File: config.mk
export PLATFORM = sky130hd
export DESIGN_NAME = day017_sdp_stream_fifo
export DESIGN_NICKNAME = d
export VERILOG_FILES = /design/src/rtl/day017_sdp_stream_fifo.sv
export SDC_FILE = /design/constraint.sdc
export NUM_CORES = 1
export LEC_CHECK = 0
export BUFFER_PORTS_ARGS = -buffer_cell sky130_fd_sc_hd__buf_2
export CORE_UTILIZATION = 35
export DETAILED_ROUTE_END_ITERATION = 10
export GPL_ROUTABILITY_DRIVEN = 1
export PLACE_DENSITY_LB_ADDON = 0.1
export SYNTH_ARGS = -nofsm -noshare
export SYNTH_HDL_FRONTEND = slang
export SYNTH_SLANG_ARGS = --single-unit
File: constraint.sdc
create_clock -name clk_i -period 3.1 [get_ports clk_i]
set_input_delay 0.31 -clock clk_i [delete_from_list [all_inputs] [get_ports clk_i]]
set_output_delay 0.31 -clock clk_i [all_outputs]
set_load 0.005 [all_outputs]
File: src/rtl/day017_sdp_stream_fifo.sv
// day017_sdp_stream_fifo: valid/ready FIFO over a simple dual-port array with a registered first-word-fall-through output stage
module day017_sdp_stream_fifo #(
  parameter  int DATA_WIDTH  = 8,
  parameter  int DEPTH       = 8,
  parameter  int ALMOST_FULL = 6,
  localparam int ADDR_WIDTH  = $clog2(DEPTH),
  localparam int CNT_WIDTH   = $clog2(DEPTH + 1)
) (
  input  logic                  clk_i,
  input  logic                  n_rst_i,
  input  logic                  s_valid_i,
  output logic                  s_ready_o,
  input  logic [DATA_WIDTH-1:0] s_data_i,
  output logic                  m_valid_o,
  input  logic                  m_ready_i,
  output logic [DATA_WIDTH-1:0] m_data_o,
  output logic [CNT_WIDTH-1:0]  count_o,
  output logic                  empty_o,
  output logic                  full_o,
  output logic                  almost_full_o
);
  logic [DATA_WIDTH-1:0] mem_q [DEPTH];
  logic [ADDR_WIDTH-1:0] wr_ptr_q, wr_ptr_d, rd_ptr_q, rd_ptr_d;
  logic [CNT_WIDTH-1:0]  count_q, count_d, ram_cnt;
  logic                  s_ready_q, m_valid_q, m_valid_d;
  logic [DATA_WIDTH-1:0] m_data_q, m_data_d;
  logic                  push, pop, re;
  always_comb begin
    push      = s_valid_i & s_ready_q;
    pop       = m_valid_q & m_ready_i;
    ram_cnt   = count_q - CNT_WIDTH'(m_valid_q);
    // ram_cnt != 0 keeps the read slot distinct from the slot being written
    re        = (ram_cnt != '0) & (~m_valid_q | m_ready_i);
    count_d   = count_q + CNT_WIDTH'(push) - CNT_WIDTH'(pop);
    wr_ptr_d  = push ? (wr_ptr_q == ADDR_WIDTH'(DEPTH - 1) ? '0 : wr_ptr_q + 1'b1) : wr_ptr_q;
    rd_ptr_d  = re ? (rd_ptr_q == ADDR_WIDTH'(DEPTH - 1) ? '0 : rd_ptr_q + 1'b1) : rd_ptr_q;
    m_valid_d = re | (m_valid_q & ~pop);
    m_data_d  = re ? mem_q[rd_ptr_q] : m_data_q;
  end
  always_ff @(posedge clk_i) begin
    if (push) mem_q[wr_ptr_q] <= s_data_i;
  end
  always_ff @(posedge clk_i or negedge n_rst_i) begin
    if (!n_rst_i) begin
      wr_ptr_q  <= '0;
      rd_ptr_q  <= '0;
      count_q   <= '0;
      m_valid_q <= 1'b0;
      m_data_q  <= '0;
      s_ready_q <= 1'b0;
    end else begin
      wr_ptr_q  <= wr_ptr_d;
      rd_ptr_q  <= rd_ptr_d;
      count_q   <= count_d;
      m_valid_q <= m_valid_d;
      m_data_q  <= m_data_d;
      s_ready_q <= count_d != CNT_WIDTH'(DEPTH);
    end
  end
  assign s_ready_o     = s_ready_q;
  assign m_valid_o     = m_valid_q;
  assign m_data_o      = m_data_q;
  assign count_o       = count_q;
  assign empty_o       = count_q == '0;
  assign full_o        = count_q == CNT_WIDTH'(DEPTH);
  assign almost_full_o = count_q >= CNT_WIDTH'(ALMOST_FULL);
endmodule
==> qor.yml <==
drt:
  routed_wl_um: 6560
  routed_via_density: 4.80
  dr_wl_met3_um: 146
  via_count: 1752
  wl_met2_um: 3390
  drt_first_iter_violations: 36
  antenna_left: 0
  dr.pass1.iters: 4
  top_layer_used: "met4"
  route.detailed.drc: 0
  wl_per_cell_um: 18.0
  m1WireLength_um: 2890
layout:
  num-fill-cells: 912
  fin_util: 0.412
  drive_gt1_frac: 0.341
  regArea_um2: 2420
  final_area_um2: 4050
  final_net_count: 253
  area_growth_pct: 13.9
  num_antenna_cells: 0
  multi_input_area_um2: 1040
clock_network:
  clock-sinks: 84
  ctsResizeCount: 0
  post_cts_buffers: 0
  numCtsBuffers: 9
  cts_max_level: 3
  clk_latency_ns: 0.35
  clk_path_buf_depth: 2
  cts-root-buf: "clkbuf_8"
  cts.reportedPaths.clkPinSlew_ns: 0.08
  tritoncts: "done"
timing:
  final-hold-violation-count: 0
  fmax_ghz: 0.411
  fin_tns_setup_ns: 0
  fin_worst_skew_ns: 0.0113
  hold_slack_ns: 0.174
  setup_viol: 0
  fin_ws_ns: 0.668
  drv_slew: 0
  rsz0062_at_grt: "no"
  finalCritPeriodShare: 0.784
  period_needed_ns: 2.43
  relSlewSlack: 0.348
  worst_slew_pin_slew_ns: 0.974
grt:
  grt-ovfl-total: 0
  grt_pass1_wl_um: 10300
  antenna_found_initial: 0
  grt_use_total: 0.140
  grt_pass1_vias: 1877
  grt_max_degree: 21
floorplan:
  die_w_um: 103
  core-area_um2: 9820
  die-area_um2: 10600
  die_y_um: 103
  row_count: 36
  start_util: 0.362
  io_pins: 29
placed_design:
  hpwl_um: 4310
  place_congestion: 0.735
  postPlaceCellArea_um2: 3850
  io_buffers: 28
  dp_slack_ns: 0.644
synth:
  synth_fp_nets: 213
  synth.top_cells.by_area: "edfxtp_1, dfrtp_1, mux4_1"
  ys_seq_area_frac: 0.682
  netlist_area_um2: 3550
  yosys.area.top_type: "edfxtp_1"
  ys_ff_latch: 84
  synth_cell_types: 31
  avgSynthCellArea_um2: 19.0
  synth_warnings: 0
  yosys.area.top_type_share: 0.541
  synth_cells: 187
setup_path:
  worstSetupPathType: "register to register"
  crit_fanout: 6
  worstPathCellList: "nand2_1 > ha_1 > inv_1 > ha_1 > inv_1 > fa_1 > inv_1 > or4b_2"
  max_stage_delay_ns: 0.67
  path_buf_inv: 3
  slowest_stage: "or4b_2"
  critPathCaptureType: "register"
  cp-start-kind: "register"
  cp_data_arrival_time_ns: 2.64
  crit_top_cell: "inv_1"
  cp.required_ns: 3.31
  critical-path-top-delay-family: "adder cells"
job:
  max_cap_viol_count: 0
status:
  status: "finished clean"
worst_hold_path:
  hold_path.class: "input pin to register"
pwr:
  ir_drop_mv: 0.319
  power_density_nw_per_um2: 902
  p_leak_nw: 1.55
==> state kept, by name (all words and copies together), names as in the netlist <==
signal / count
s_ready_o: 1
m_valid_o: 1
mem_q: 64
m_data_o: 8
rd_ptr_q: 3
count_o: 4
wr_ptr_q: 3
==> worst register-to-register path, stage by stage, from the launching register on <==
cell     delay (ns)
dfrtp_1        0.38
nand2_1        0.15
ha_1           0.32
inv_1          0.05
ha_1           0.15
inv_1          0.05
fa_1           0.48
inv_1          0.05
or4b_2         0.67
==> routing by layer <==
metal / up-vias / GRT usage
met5: - / 0
met4: 0 / 0.0715
met2: 29 / 0.231
li1: 806 / -
met1: 906 / 0.177
met3: 11 / 0.0271
==> power breakdown <==
group          switching [mW]  internal, mW  total (mW)
registers               0.207          1.47        1.67
clock network           0.375         0.371       0.746
logic                   0.534         0.696        1.23
total                    1.12          2.53        3.65
==> final cells by class <==
type                    instances  share of cell area
clock buffers                  11              0.0325
clock inverters                 5              0.0133
inverters                      10             0.00928
multi-input cells              87               0.257
flip-flops and latches         84               0.599
well taps                     133              0.0411
repair buffers                 35              0.0483
==> through the flow <==
step           total power [mW]  cells
6_report                   3.65    365
5_1_grt                    3.89    365
4_1_cts                    3.71    365
3_5_place_dp               2.95    348
3_3_place_gp               2.88    348
2_1_floorplan              2.58    187
==> final timing paths <==
kind                            slack (ns)                      end  depth (start not counted)                     from
max in group asynchronous             2.29  m_data_o[6]$_DFFE_PN0P_                          2                  n_rst_i
worst max register to register        0.67      s_ready_o$_DFF_PN0_                          8      s_ready_o$_DFF_PN0_
worst min register to register        0.51  m_data_o[0]$_DFFE_PN0P_                          1  m_data_o[0]$_DFFE_PN0P_
worst min-delay path                  0.17      m_valid_o$_DFF_PN0_                          2                m_ready_i
min in group asynchronous             0.46  m_data_o[4]$_DFFE_PN0P_                          2                  n_rst_i
worst max-delay path                  0.67      s_ready_o$_DFF_PN0_                          8      s_ready_o$_DFF_PN0_
==> cells in the mapped netlist <==
master / number
nor3_1: 3
buf_12: 1
xnor2_1: 1
mux4_1: 8
mux4_2: 8
nor2_1: 8
or2_2: 1
clkbuf_1: 1
nor2b_1: 1
and3_1: 2
edfxtp_1: 64
a21oi_1: 2
buf_6: 2
and4_1: 1
buf_4: 1
nand2b_1: 3
xor2_1: 1
mux2_2: 12
o311a_1: 1
buf_2: 1
o21ai_0: 3
mux2_4: 8
nand3_1: 1
nand2_1: 6
inv_1: 10
o21bai_1: 1
or4b_2: 1
fa_1: 1
dfrtp_1: 20
ha_1: 13
nor4bb_1: 1
==> what timing repair did <==
item,4_1_cts,5_1_grt
endpoints found under the hold margin,20,0
endpoints found under the setup margin,0,0
hold buffers,1,0
==> layout by cell type (no fill, tap or decap), types with 3 or more instances in the layout <==
| cell | instances |
|---|---|
| o21ai_0 | 3 |
| clkbuf_8 | 9 |
| mux2_2 | 12 |
| mux4_1 | 8 |
| inv_1 | 10 |
| dfrtp_1 | 20 |
| mux4_2 | 8 |
| mux2_4 | 8 |
| nor2_1 | 8 |
| clkinv_2 | 3 |
| ha_1 | 13 |
| nand2b_1 | 3 |
| edfxtp_1 | 64 |
| buf_2 | 28 |
| buf_4 | 6 |
| nand2_1 | 6 |
==> cells by family after synthesis <==
logic type / after synthesis / share of synthesized area
buffers and inverters: 16 / 0.0271
adder cells (fa/ha/maj): 14 / 0.0514
AND/OR/NAND/NOR: 28 / 0.0409
XOR/XNOR: 2 / 0.00493
AO/OA/AOI/OAI: 7 / 0.0120
multiplexers: 36 / 0.182
flip-flops: 84 / 0.682
Power figures use the tool's default switching activity.
